==> config.mk <==
export PLATFORM = sky130hd
export DESIGN_NAME = restoring_div_nbit_seq
export DESIGN_NICKNAME = d
export VERILOG_FILES = /design/src/rtl/restoring_div_nbit_seq.sv
export SDC_FILE = /design/constraint.sdc
export NUM_CORES = 1
export LEC_CHECK = 0
export CORE_MARGIN = 4
export CORE_UTILIZATION = 58
export CTS_CLUSTER_DIAMETER = 200
export DETAILED_ROUTE_END_ITERATION = 7
export PLACE_DENSITY = 0.81
export REMOVE_ABC_BUFFERS = 1
export SLEW_MARGIN = 40
export SYNTH_ARGS = -nofsm -noshare
export SYNTH_HDL_FRONTEND = slang
export SYNTH_SLANG_ARGS = --single-unit
==> constraint.sdc <==
create_clock -name clk -period 5.1 [get_ports clk]
set_clock_uncertainty 0.05 [all_clocks]
set_input_delay 1.275 -clock clk [delete_from_list [all_inputs] [get_ports clk]]
set_output_delay 1.275 -clock clk [all_outputs]
set_load 0.01 [all_outputs]
==> src/rtl/restoring_div_nbit_seq.sv <==
// restoring_div_nbit_seq: unsigned N-bit sequential restoring divider, one quotient bit per clock
// with a start/busy/done handshake and a divide-by-zero flag.
module restoring_div_nbit_seq #(
    parameter int N = 8
) (
    input  logic         clk,
    input  logic         rst_n,
    input  logic         start,
    input  logic [N-1:0] dividend,
    input  logic [N-1:0] divisor,
    output logic         busy,
    output logic         done,
    output logic [N-1:0] quot,
    output logic [N-1:0] rem,
    output logic         dbz
);
    localparam int CW = $clog2(N + 1);

    typedef enum logic {IDLE, RUN} state_t;

    state_t        state_q, state_d;
    logic [N-1:0]  a_q, a_d, qr_q, qr_d, vr_q, vr_d, quot_q, quot_d, rem_q, rem_d;
    logic [N:0]    a_sh, t;
    logic [CW-1:0] cnt_q, cnt_d;
    logic          done_q, done_d, dbz_q, dbz_d;

    // The partial remainder always stays below the divisor, so N bits hold it between steps.
    always_comb begin
        a_sh    = {a_q, qr_q[N-1]};
        t       = a_sh - {1'b0, vr_q};
        state_d = state_q;
        a_d     = a_q;
        qr_d    = qr_q;
        vr_d    = vr_q;
        cnt_d   = cnt_q;
        quot_d  = quot_q;
        rem_d   = rem_q;
        dbz_d   = dbz_q;
        done_d  = 1'b0;
        case (state_q)
            IDLE: begin
                if (start && divisor != '0) begin
                    state_d = RUN;
                    a_d     = '0;
                    qr_d    = dividend;
                    vr_d    = divisor;
                    cnt_d   = CW'(N);
                end else if (start) begin
                    quot_d = '1;
                    rem_d  = dividend;
                    dbz_d  = 1'b1;
                    done_d = 1'b1;
                end
            end
            RUN: begin
                a_d   = t[N] ? a_sh[N-1:0] : t[N-1:0];
                qr_d  = {qr_q[N-2:0], ~t[N]};
                cnt_d = cnt_q - CW'(1);
                if (cnt_q == CW'(1)) begin
                    state_d = IDLE;
                    quot_d  = qr_d;
                    rem_d   = a_d;
                    dbz_d   = 1'b0;
                    done_d  = 1'b1;
                end
            end
            default: state_d = IDLE;
        endcase
    end

    always_ff @(posedge clk or negedge rst_n) begin
        if (!rst_n) begin
            state_q <= IDLE;
            a_q     <= '0;
            qr_q    <= '0;
            vr_q    <= '0;
            cnt_q   <= '0;
            quot_q  <= '0;
            rem_q   <= '0;
            dbz_q   <= 1'b0;
            done_q  <= 1'b0;
        end else begin
            state_q <= state_d;
            a_q     <= a_d;
            qr_q    <= qr_d;
            vr_q    <= vr_d;
            cnt_q   <= cnt_d;
            quot_q  <= quot_d;
            rem_q   <= rem_d;
            dbz_q   <= dbz_d;
            done_q  <= done_d;
        end
    end

    assign busy = (state_q == RUN);
    assign done = done_q;
    assign quot = quot_q;
    assign rem  = rem_q;
    assign dbz  = dbz_q;
endmodule

==> flow_metrics.py <==
metrics = {
    "drt": {
        "drc": 0,
        "viasPerCell": 5.89,
        "ant_nets": 0,
        "vias": 2019,
        "dr.pass1.iters": 4,
        "totalWireLength_um": 5590,
        "drt-initial-drc-count": 161,
        "wire_per_inst_um": 16.3,
    },
    "cells_and_area": {
        "drive_gt1_frac": 0.0956,
        "final_nets": 322,
        "antenna_cells": 0,
        "multi_input_area_sq_um": 1220,
        "n_fill_cell": 318,
        "area_growth_pct": 19.3,
        "seq_area_sq_um": 1180,
        "final_cells": 343,
    },
    "floorplanning": {
        "core_area_sq_um": 4090,
        "io_pins": 38,
        "num_rows": 23,
        "die_w_um": 73.9,
        "fp.dieArea_sq_um": 5460,
        "initial_utilization": 0.617,
        "die_h_um": 73.9,
    },
    "clocking": {
        "ctsHoldBuffers": 0,
        "cts_setup_buffers": 0,
        "cts_buffer_depth": 2,
        "clkLatencyLatePin_ns": 0.30,
        "root_buffer": "clkbuf_8",
        "clk_pin_slew_ns": 0.09,
        "ctsHtreeMaxLevel": 2,
        "cts_tree": "done",
        "cts_resized": 0,
        "cts_sinks": 47,
        "cts_buffers": 5,
    },
    "pwr": {
        "leakagePower_nw": 1.34,
        "irDropWorstVdd_mv": 0.369,
        "p_per_area_nw_per_um2": 750,
    },
    "synth": {
        "synth_edf_count": 0,
        "synthCells": 259,
        "synth_top_flop_cell": "dfrtp_1",
        "ys_ff_latch": 47,
        "synth.avg_cell_area_sq_um": 9.73,
        "syn_area_sq_um": 2520,
        "ys_types": 51,
        "yosysSeqAreaShare": 0.467,
        "ys_top_cells_by_area": "dfrtp_1 (47%), nand2_1 (6.9%), o21ai_0 (6.4%), mux2i_1 (5.2%), ha_1 (5.0%)",
        "synth_top_cell_area_share": 0.467,
        "yosysMostFrequentCell": "dfrtp_1",
        "yosys_warnings": 0,
        "async_flop_share": 1.00,
        "synth_area_leader_cell": "dfrtp_1",
        "synthTopCellsByCount": "dfrtp_1 (47), nand2_1 (46), o21ai_0 (32), inv_1 (13), mux2i_1 (13)",
    },
    "placement": {
        "gp_congestion": 0.861,
        "port_buffers": 37,
        "dp.cells": 335,
        "hpwlAfterDp_um": 4050,
    },
    "grt": {
        "grt_start_max_net_pins": 48,
        "antenna_found_initial": 0,
        "grt_pass1_vias": 1942,
        "grt_first_pass_wirelength_um": 9280,
        "grt_overflow": 0,
        "grt_usage": 0.221,
    },
    "sta": {
        "tightest_slew_ns": 0.679,
        "rsz0062_at_grt": "no",
        "period_share": 0.634,
        "min_period_ns": 3.24,
        "finalSetupViolCount": 0,
        "fmax_mhz": 309,
        "maxSlewViolCount": 0,
        "slew-limit-headroom": 0.546,
        "fin_setup_tns_ns": 0,
        "hold_viol": 0,
    },
    "critical_path": {
        "crit_path_end_kind": "flip-flop",
        "r2r_slack_ns": 2.35,
        "reg2regPathDepth": 9,
        "r2r-end": "rem[0]",
        "r2r-start": "qr_q[7]",
        "crit_arrival_ns": 3.41,
        "cp-start-kind": "input port",
        "crit_type": "in -> reg",
        "critPathRequiredTime_ns": 5.28,
        "cp_max_fo": 10,
    },
    "min_path": {
        "hold_class": "reg -> reg",
        "holdPathStages": 2,
        "holdCritStartpoint": "dbz",
        "whs_endpoint": "dbz",
    },
    "job": {
        "maxCapViolCount": 0,
    },
    "outcome": {
        "status": "finished, final reports clean",
    },
}
-- cells by family (layout without fill, tap and decap cells) --
logic type,after synthesis,after routing,share of synthesized area
AO/OA/AOI/OAI,73,73,0.185
XOR/XNOR,6,6,0.0209
adder cells (fa/ha/maj),11,11,0.0576
buffers and inverters,26,60,0.0492
flip-flops,47,47,0.467
multiplexers,16,16,0.0650
AND/OR/NAND/NOR,80,80,0.155
-- registers in the layout (all words and copies together) (netlist names) --
register / cells
done: 1
dbz: 1
vr_q: 8
qr_q: 8
a_q: 8
cnt_q: 4
rem: 8
busy: 1
quot: 8
-- critical path: stages --
cell and delay [ns]:
clkdlybuf4s50_1 0.43, nor4_2 0.56, a21bo_1 0.51, and2_1 0.43, a32oi_1 0.10, o21ai_1 0.10
-- how the worst max path moves through the flow --
| stage | endpoint | from |
|---|---|---|
| detailed placement | a_q[7] | divisor[5] |
| global placement | a_q[7] | divisor[5] |
| finish | a_q[7] | divisor[5] |
| floorplan | a_q[7] | divisor[1] |
| global route | a_q[7] | divisor[1] |
| CTS | a_q[7] | divisor[5] |
-- cell usage in the layout, fill, tap and decap left out, drive strengths merged, types with 2 or more instances in the layout --
master / Yosys / routed
inv: 15 / 16
dfrtp: 47 / 47
o21ai: 37 / 37
nor4: 3 / 3
a32oi: 2 / 2
xnor2: 2 / 2
nor3b: 3 / 3
xor2: 4 / 4
nand2: 46 / 46
o211ai: 2 / 2
mux2i: 13 / 13
clkdlybuf4s50: 0 / 36
clkbuf: 5 / 6
a211oi: 4 / 4
a21o: 2 / 2
a22oi: 3 / 3
a21oi: 10 / 10
mux2: 3 / 3
a21bo: 2 / 2
nand3: 3 / 3
o21a: 2 / 2
ha: 10 / 10
and2: 2 / 2
nor2: 10 / 10
or3: 3 / 3
o22ai: 3 / 3
-- metrics by stage --
step	instance area [sq um]	power, mW	hold WS, ns	util	worst slack, ns
2_1_floorplan	2450	1.56	0.402	-	2.35
3_3_place_gp	2880	1.91	0.412	0.705	1.64
3_5_place_dp	2880	1.95	0.424	0.705	1.57
4_1_cts	3000	2.26	0.446	0.735	1.87
5_1_grt	3010	2.44	0.490	0.735	1.74
6_report	3010	2.25	0.441	0.735	1.86
-- where the power goes --
part,total [mW],switching [mW],internal (mW)
Clock,0.287,0.126,0.161
Sequential,0.706,0.145,0.562
Combinational,1.26,0.683,0.576
-- area by class of cell --
cell class	count	share of cell area
multi-input combinational	186	0.406
sequential	47	0.392
timing repair buffer	37	0.122
clock buffer	6	0.0275
tap	50	0.0208
inverter	15	0.0187
clock inverter	2	0.0129
-- layer usage --
metal | vias to the layer above | global-route usage | share of wire
met5 | - | 0 | 0
met4 | 0 | 0.0724 | 0.017
met3 | 8 | 0.0383 | 0.051
met2 | 58 | 0.344 | 0.48
met1 | 982 | 0.315 | 0.45
li1 | 971 | - | -
No activity file was read; power rests on OpenSTA's default activity.
